[config.mk]
export PLATFORM = sky130hd
export DESIGN_NAME = crc8_framer
export DESIGN_NICKNAME = d
export VERILOG_FILES = /design/src/rtl/crc8_framer.sv
export SDC_FILE = /design/constraint.sdc
export NUM_CORES = 1
export LEC_CHECK = 0
export BUFFER_PORTS_ARGS = -buffer_cell sky130_fd_sc_hd__buf_2
export CORE_MARGIN = 2
export CORE_UTILIZATION = 33
export DETAILED_ROUTE_END_ITERATION = 10
export SYNTH_ARGS = -nofsm -noshare
export SYNTH_HDL_FRONTEND = slang
export SYNTH_SLANG_ARGS = --single-unit
[constraint.sdc]
create_clock -name i_clk -period 1.97 [get_ports i_clk]
set_clock_uncertainty 0.1 [all_clocks]
set_input_delay 0.394 -clock i_clk [delete_from_list [all_inputs] [get_ports i_clk]]
set_output_delay 0.394 -clock i_clk [all_outputs]
set_load 0.02 [all_outputs]
[src/rtl/crc8_framer.sv]
// CRC-8 framer: passes a byte stream through a one-deep output register and
// appends a CRC-8 (poly 0x07, MSB-first) byte after the last payload byte of each frame.

module crc8_step (
    input  logic [7:0] crc_in,
    input  logic [7:0] data,
    output logic [7:0] crc_out
);
    logic [7:0] c;

    always_comb begin
        c = crc_in ^ data;
        for (int i = 0; i < 8; i++) begin
            c = c[7] ? ((c << 1) ^ 8'h07) : (c << 1);
        end
        crc_out = c;
    end
endmodule

module crc8_framer #(
    parameter logic [7:0] INIT   = 8'h00,
    parameter logic [7:0] XOROUT = 8'h00
) (
    input  logic       i_clk,
    input  logic       i_rst,
    input  logic [7:0] i_s_data,
    input  logic       i_s_valid,
    input  logic       i_s_last,
    output logic       o_s_ready,
    output logic [7:0] o_m_data,
    output logic       o_m_valid,
    output logic       o_m_last,
    input  logic       i_m_ready,
    output logic       o_busy
);
    typedef enum logic {
        S_DATA,
        S_CRC
    } state_t;

    state_t     state, state_d;
    logic [7:0] crc_reg, crc_d, crc_next;
    logic [7:0] m_data_d;
    logic       m_valid_d, m_last_d, busy_d;
    logic       stage_free, s_xfer, crc_done;

    crc8_step u_step (
        .crc_in (crc_reg),
        .data   (i_s_data),
        .crc_out(crc_next)
    );

    // NOTE: every output of this block gets a default first, so no path leaves a latch.
    always_comb begin
        stage_free = !o_m_valid || i_m_ready;
        o_s_ready  = !i_rst && (state == S_DATA) && stage_free;
        s_xfer     = i_s_valid && o_s_ready;
        crc_done   = o_m_valid && o_m_last && i_m_ready;

        state_d   = state;
        crc_d     = crc_reg;
        m_data_d  = o_m_data;
        m_valid_d = o_m_valid;
        m_last_d  = o_m_last;
        busy_d    = o_busy;

        if (stage_free) begin
            m_valid_d = 1'b0;
            m_last_d  = 1'b0;
            if (s_xfer) begin
                m_data_d  = i_s_data;
                m_valid_d = 1'b1;
                crc_d     = crc_next;
                if (i_s_last) state_d = S_CRC;
            end else if (state == S_CRC) begin
                m_data_d  = crc_reg ^ XOROUT;
                m_valid_d = 1'b1;
                m_last_d  = 1'b1;
                crc_d     = INIT;
                state_d   = S_DATA;
            end
        end

        // A new frame's first byte may be accepted while the previous CRC drains.
        if (crc_done) busy_d = 1'b0;
        if (s_xfer)   busy_d = 1'b1;
    end

    // NOTE: state registers use non-blocking assignments so every flop samples pre-edge values.
    always_ff @(posedge i_clk) begin
        if (i_rst) begin
            state     <= S_DATA;
            crc_reg   <= INIT;
            o_m_data  <= 8'h00;
            o_m_valid <= 1'b0;
            o_m_last  <= 1'b0;
            o_busy    <= 1'b0;
        end else begin
            state     <= state_d;
            crc_reg   <= crc_d;
            o_m_data  <= m_data_d;
            o_m_valid <= m_valid_d;
            o_m_last  <= m_last_d;
            o_busy    <= busy_d;
        end
    end
endmodule

==> results of run 1 <==
layout make-up:
cell class,instances,area [µm²]
flip-flops and latches,20,400
fillers,359,1980
clock inverters,1,30.0
inverters,1,3.75
repair buffers,30,165
clock buffers,3,22.5
well taps,46,57.6
multi-input cells,89,673
worst reg2reg max path: cells and delay by family (launching register included):
| family | cells | cell delay, ns |
|---|---|---|
| compound gates | 3 | 0.38 |
| flops | 1 | 0.36 |
| xor+xnor | 2 | 0.78 |
worst paths after layout:
| kind | startpoint | to | slack, ns | depth (start not counted) |
|---|---|---|---|---|
| min reg2reg | o_busy | o_busy | 0.40 | 1 |
| max reg2reg | crc_reg[5] | crc_reg[7] | 0.27 | 5 |
| min | i_s_valid | crc_reg[7] | 0.32 | 3 |
| max | o_m_valid | o_s_ready | 0.21 | 4 |
power groups by stage:
stage	sequential (mW)	combinational [mW]	clock [mW]
floorplan	0.521	0.349	0
global placement	0.501	0.444	0
detailed placement	0.505	0.457	0
CTS	0.495	0.462	0.357
global route	0.501	0.499	0.377
finish	0.494	0.456	0.348
placed cells by master, fill, tap and decap left out, types with 2 or more instances in the layout:
| cell | n |
|---|---|
| nor2b_4 | 2 |
| buf_2 | 24 |
| clkbuf_4 | 3 |
| a22oi_1 | 4 |
| nor3_1 | 2 |
| xnor2_1 | 10 |
| nor2_1 | 21 |
| o21ai_0 | 2 |
| xor2_1 | 5 |
| nand2_1 | 2 |
| mux2i_1 | 9 |
| nand3_1 | 3 |
| dfxtp_1 | 20 |
| a211oi_1 | 8 |
| xnor2_2 | 2 |
| a21oi_1 | 7 |
| buf_4 | 6 |
logic make-up (layout without fill, tap and decap cells):
family                    count (synthesis)  in the layout
xor gates and xnor gates                 20             20
muxes                                     9              9
and+or+nand+nor                          36             36
DFF                                      20             20
buffers and inverters                     9             35
AOI/OAI and AO/OA                        24             24
metrics by stage:
| step | worst slack (ns) | total power, mW | util |
|---|---|---|---|
| 3_3_place_gp | 0.220 | 0.944 | 0.390 |
| 5_1_grt | 0.122 | 1.38 | 0.405 |
| 6_report | 0.205 | 1.30 | 0.405 |
| 2_1_floorplan | 0.265 | 0.870 | - |
| 4_1_cts | 0.186 | 1.31 | 0.405 |
| 3_5_place_dp | 0.167 | 0.962 | 0.390 |
routing by layer:
metal  up-vias  GRT usage  wire (µm)
met3         0     0.0450        167
met1       419      0.172       1110
met2        26      0.188       1060
met4         0     0.0167          0
li1        464          -          -
met5         -          0          0
==> qor.yml, run 1 <==
run_status:
  status: "finished, final reports clean"
floorplan:
  num_rows: 21
  core_region_area_mm2: 0.00334
  fp.dieH_um: 62.8
  start_util: 0.342
  ios: 25
  dieArea_mm2: 0.00394
  die_w_um: 62.8
logic_synthesis:
  synth.area.mux_share: 0.0789
  ys.flop_type: "dfxtp_1"
  synth_compound_area_frac: 0.140
  yosysTopAreaCellShare: 0.351
  synth-seq-cells: 20
  synthCells: 118
  synthTopCellsByCount: "nor2_1, dfxtp_1, xnor2_1"
  synth_edf_count: 0
  synth_top_area_cell: "dfxtp_1"
  synthXorXnorAreaFrac: 0.208
  synth_top_family_by_area: "XOR/XNOR gates"
  synthSimpleGateAreaFrac: 0.162
  ys_seq_area_frac: 0.351
  syn_nets: 131
  async_flop_share: 0
  syn_area_per_cell_um2: 9.67
  synth_fa_ha_area_frac: 0
  yosys_warnings: 0
  synth.cell_area_mm2: 0.00114
  ys_types: 31
  synth.most_common_cell: "nor2_1"
  synth_area_leaders: "dfxtp_1, mux2i_1, xnor2_1"
pwr:
  power_density_mw_per_mm2: 960
  seq_power_share: 0.381
  internal-power_uw: 890
  power_frac_clock: 0.268
  ir_drop_mv: 0.680
  p_leak_nw: 0.571
  p_sw_uw: 408
  p_comb_frac: 0.351
  sw_frac_of_total: 0.314
critical_path:
  path_delay_family: "simple AND/OR/NAND/NOR gates"
  critPathSlowestCell: "dfxtp_1"
  critPathRequiredTime_ns: 1.48
  critPathKind: "reg -> out"
  path_max_fanout: 5
  slowest_delay_ns: 0.34
  end_kind: "output port"
  arrival_ns: 1.27
  cp.buffers_inverters: 1
  start_kind: "register"
  crit_chain: "nor2b_4 > or2_4 > nor2_1 > buf_2"
timing:
  rsz0062_at_grt: "no"
  tns_ns: 0
  whs_ns: 0.319
  fin_crit_ns: 1.76
  fin_crit_sh: 0.896
  max_freq_ghz: 0.567
  finalHoldViolCount: 0
  worstMarginPinSlew_ns: 0.424
  setup_viol: 0
  relSlewSlack: 0.715
  slew_violations: 0
drt:
  drc: 0
  vias_per_cell: 4.78
  wl_per_cell_um: 12.3
  vias: 909
  dr.pass1.iters: 4
  ant_nets: 0
  drtIter0Drc: 56
  wl_mm: 2.34
clock_tree:
  clkTransAtPathRegs_ns: 0.12
  cts_setup_buffers: 0
  cts_hold_buf: 0
  cts_num_sinks: 20
  cts.repair.resized: 0
  cts_root_buf: "clkbuf_4"
  cts_tree: "done"
  htreeDepth: 1
  clock_path_buffers: 2
  cts_made_buffers: 3
  clkLatencyLatePin_ns: 0.31
final_layout:
  area_growth_syn_to_layout_pct: 18.5
  stdcell_count: 190
  drive_gt1_frac: 0.292
  design_area_mm2: 0.00135
  finalNetCount: 158
  diodes: 0
placed_design:
  gp_congestion: 0.839
  dpl.cell_count: 186
  io_buffers: 24
  hpwl_mm: 1.82
  dpl_cell_area_mm2: 0.00130
global_routing:
  antenna_found_initial: 0
  grt_pass1_vias: 826
  grt_util_all_layers: 0.124
  grt_max_degree: 21
  grt_pass1_wl_mm: 3.91
  grt-ovfl-total: 0
min_path:
  min_path_type: "in -> reg"
flow_run:
  drv_cap: 0
No activity file was read; power rests on OpenSTA's default activity.
==> inputs of run 2 (changes only) <==
--- a/config.mk
+++ b/config.mk
@@ -5,6 +5,7 @@
 export SDC_FILE = /design/constraint.sdc
 export NUM_CORES = 1
 export LEC_CHECK = 0
+export ABC_AREA = 1
 export BUFFER_PORTS_ARGS = -buffer_cell sky130_fd_sc_hd__buf_2
 export CORE_MARGIN = 2
 export CORE_UTILIZATION = 33
==> run 2 against run 1 <==
Net effect:
- critical path type unchanged
- non-clock buffer count shrank 3
- fmax grew 14%
- synthesized cell count rose by 66%
==> qor.yml, run 2 <==
run_status:
  status: "finished, final reports clean"
critical_path:
  reg2reg_slack_ns: 0.53  # +0.26 ns
  critPathKind: "reg -> out"
  reg2regPathDepth: 8  # +3
  rr_startpoint: "o_m_valid"
  path_max_fanout: 5  # unchanged
  start_kind: "register"
  endpoint: "o_s_ready"
  critPathRequiredTime_ns: 1.48  # about the same
  end_kind: "output port"
  r2r-end: "crc_reg[2]"
  startpoint: "o_m_valid"
  arrival_ns: 1.06  # -0.21 ns
final_layout:
  layout_commonest_cell: "nand2_1"
  final_cell_mix: "nand2_1, inv_1, buf_2"
  stdcell_count: 269  # +42%
  seq_area_um2: 400  # unchanged
  multi_input_area_um2: 694  # +3.2%
  drive_gt1_frac: 0.190  # -0.102
  finalNetCount: 235  # +49%
  fillerInstances: 408  # +14%
  design_area_mm2: 0.00148  # +9.3%
  diodes: 0  # unchanged
  area_growth_syn_to_layout_pct: 17.6
clock_tree:
  cts_tree: "done"
  clock_path_buffers: 2  # unchanged
  cts.repair.resized: 0  # unchanged
  cts_root_buf: "clkbuf_8"
  clkTransAtPathRegs_ns: 0.08  # -0.04 ns
  cts_hold_buf: 0  # unchanged
  clkLatencyLatePin_ns: 0.26  # -0.05 ns
  cts_made_buffers: 3  # unchanged
  htreeDepth: 1  # unchanged
  cts_num_sinks: 20  # unchanged
  cts_setup_buffers: 0  # unchanged
logic_synthesis:
  yosys_warnings: 0  # unchanged
  ys_seq_area_frac: 0.319  # -0.0322
  synth_top_family_by_area: "simple AND/OR/NAND/NOR gates"
  synth_top_area_cell: "dfxtp_1"
  ys_types: 18  # -42%
  synth.area.mux_share: 0  # -0.0789
  synth_compound_area_frac: 0.160  # +0.0200
  synthTopCellsByCount: "nand2_1, inv_1, dfxtp_1"
  synth_fa_ha_area_frac: 0  # unchanged
  async_flop_share: 0  # unchanged
  yosysTopAreaCellShare: 0.319  # -0.0322
  synthSimpleGateAreaFrac: 0.324  # +0.161
  synth.cell_area_mm2: 0.00126  # +10%
  synthCells: 196  # +66%
  synth_edf_count: 0  # unchanged
  synth_area_leaders: "dfxtp_1, nand2_1, inv_1"
  synthXorXnorAreaFrac: 0.0687  # -0.140
  syn_nets: 209  # +60%
  synth.most_common_cell: "nand2_1"
  ys.flop_type: "dfxtp_1"
  synth-seq-cells: 20  # unchanged
  syn_area_per_cell_um2: 6.41  # -34%
pwr:
  power_density_mw_per_mm2: 773  # -19%
  internal-power_uw: 754  # -15%
  sw_frac_of_total: 0.340  # +0.0259
  p_leak_nw: 0.766  # +34%
  p_comb_frac: 0.305  # -0.046
  p_sw_uw: 389  # -4.8%
  ir_drop_mv: 0.209  # -69%
  seq_power_share: 0.414  # +0.033
  power_frac_clock: 0.280  # +0.012
timing:
  slew_violations: 0  # unchanged
  finalHoldViolCount: 0  # unchanged
  max_freq_ghz: 0.644  # +14%
  worstMarginPinSlew_ns: 0.361  # -0.0630 ns
  relSlewSlack: 0.758  # +0.0423
  fin_crit_ns: 1.55  # -0.211 ns
  fin_crit_sh: 0.789  # -0.107
  tns_ns: 0  # unchanged
  rsz0062_at_grt: "no"
  setup_viol: 0  # unchanged
placed_design:
  io_buffers: 24  # unchanged
  gp_congestion: 0.752  # -10%
  dpl_cell_area_mm2: 0.00142  # +9.4%
  hpwl_mm: 1.92  # +5.7%
  dpl.cell_count: 265  # +42%
global_routing:
  grt_pass1_wl_mm: 4.26  # +9.2%
  grt-ovfl-total: 0  # unchanged
  grt_util_all_layers: 0.128  # +0.00459
  antenna_found_initial: 0  # unchanged
  grt_pass1_vias: 993  # +20%
  grt_max_degree: 25  # +19%
flow_run:
  drv_cap: 0  # unchanged
floorplan:
  num_rows: 22  # +4.8%
  ios: 25  # unchanged
  start_util: 0.343  # +0.00117
  fp.dieH_um: 65.7  # +4.6%
  core_region_area_mm2: 0.00366  # +9.7%
  die_w_um: 65.7  # +4.6%
  dieArea_mm2: 0.00432  # +9.4%
drt:
  dr.pass1.iters: 4  # unchanged
  ant_nets: 0  # unchanged
  wl_per_cell_um: 9.61  # -22%
  wl_mm: 2.58  # +10%
  drc: 0  # unchanged
  vias: 1180  # +30%
  vias_per_cell: 4.39  # -8.3%
  drtIter0Drc: 51  # -8.9%
min_path:
  min_path_type: "in -> reg"
run 2: layer usage:
layer	part of all wire	GRT usage	up-vias
li1	-	-	660
met1	0.52	0.172	499
met2	0.44	0.202	19
met3	0.038	0.0274	2
met4	0.0070	0.0469	0
met5	0	0	-
run 2: stage by stage:
stage          setup WS [ns]   util  hold slack [ns]  total power [mW]
6_report               0.416  0.404            0.310              1.14
4_1_cts                0.403  0.404            0.314              1.16
3_3_place_gp           0.368  0.389            0.380             0.832
3_5_place_dp           0.350  0.389            0.367             0.834
2_1_floorplan          0.446      -            0.369             0.746
5_1_grt                0.363  0.404            0.327              1.23
run 2: worst max-delay path: stages (launching register included):
cell     delay (ns)
dfxtp_1        0.35
nand2_4        0.11
nand2_2        0.08
nor2_1         0.09
buf_2          0.17
run 2: area by class of cell:
cell class | instances | share of cell area
Multi-Input combinational cell | 140 | 0.470
Sequential cell | 20 | 0.271
Timing Repair Buffer | 27 | 0.105
Inverter | 30 | 0.0762
Tap cell | 48 | 0.0406
Clock buffer | 4 | 0.0373
run 2: power groups by stage:
stage	clock network [mW]	logic, mW	registers [mW]
2_1_floorplan	0	0.234	0.511
3_3_place_gp	0	0.349	0.483
3_5_place_dp	0	0.351	0.483
4_1_cts	0.330	0.352	0.474
5_1_grt	0.354	0.395	0.478
6_report	0.320	0.349	0.473
run 2: worst min path at each step:
stage / start / to / slack, ns / cells after the start
finish: i_s_valid / o_m_valid / 0.31 / 3
floorplan: crc_reg[4] / crc_reg[4] / 0.37 / 2
CTS: i_s_valid / o_m_valid / 0.31 / 3
detailed placement: o_busy / o_busy / 0.37 / 2
global placement: o_busy / o_busy / 0.38 / 2
global route: i_rst / o_m_last / 0.33 / 4
run 2: cell families after synthesis:
group / Yosys count
AND/OR/NAND/NOR: 96
flip-flops: 20
XOR/XNOR: 9
AO/OA/AOI/OAI: 35
buffers and inverters: 36
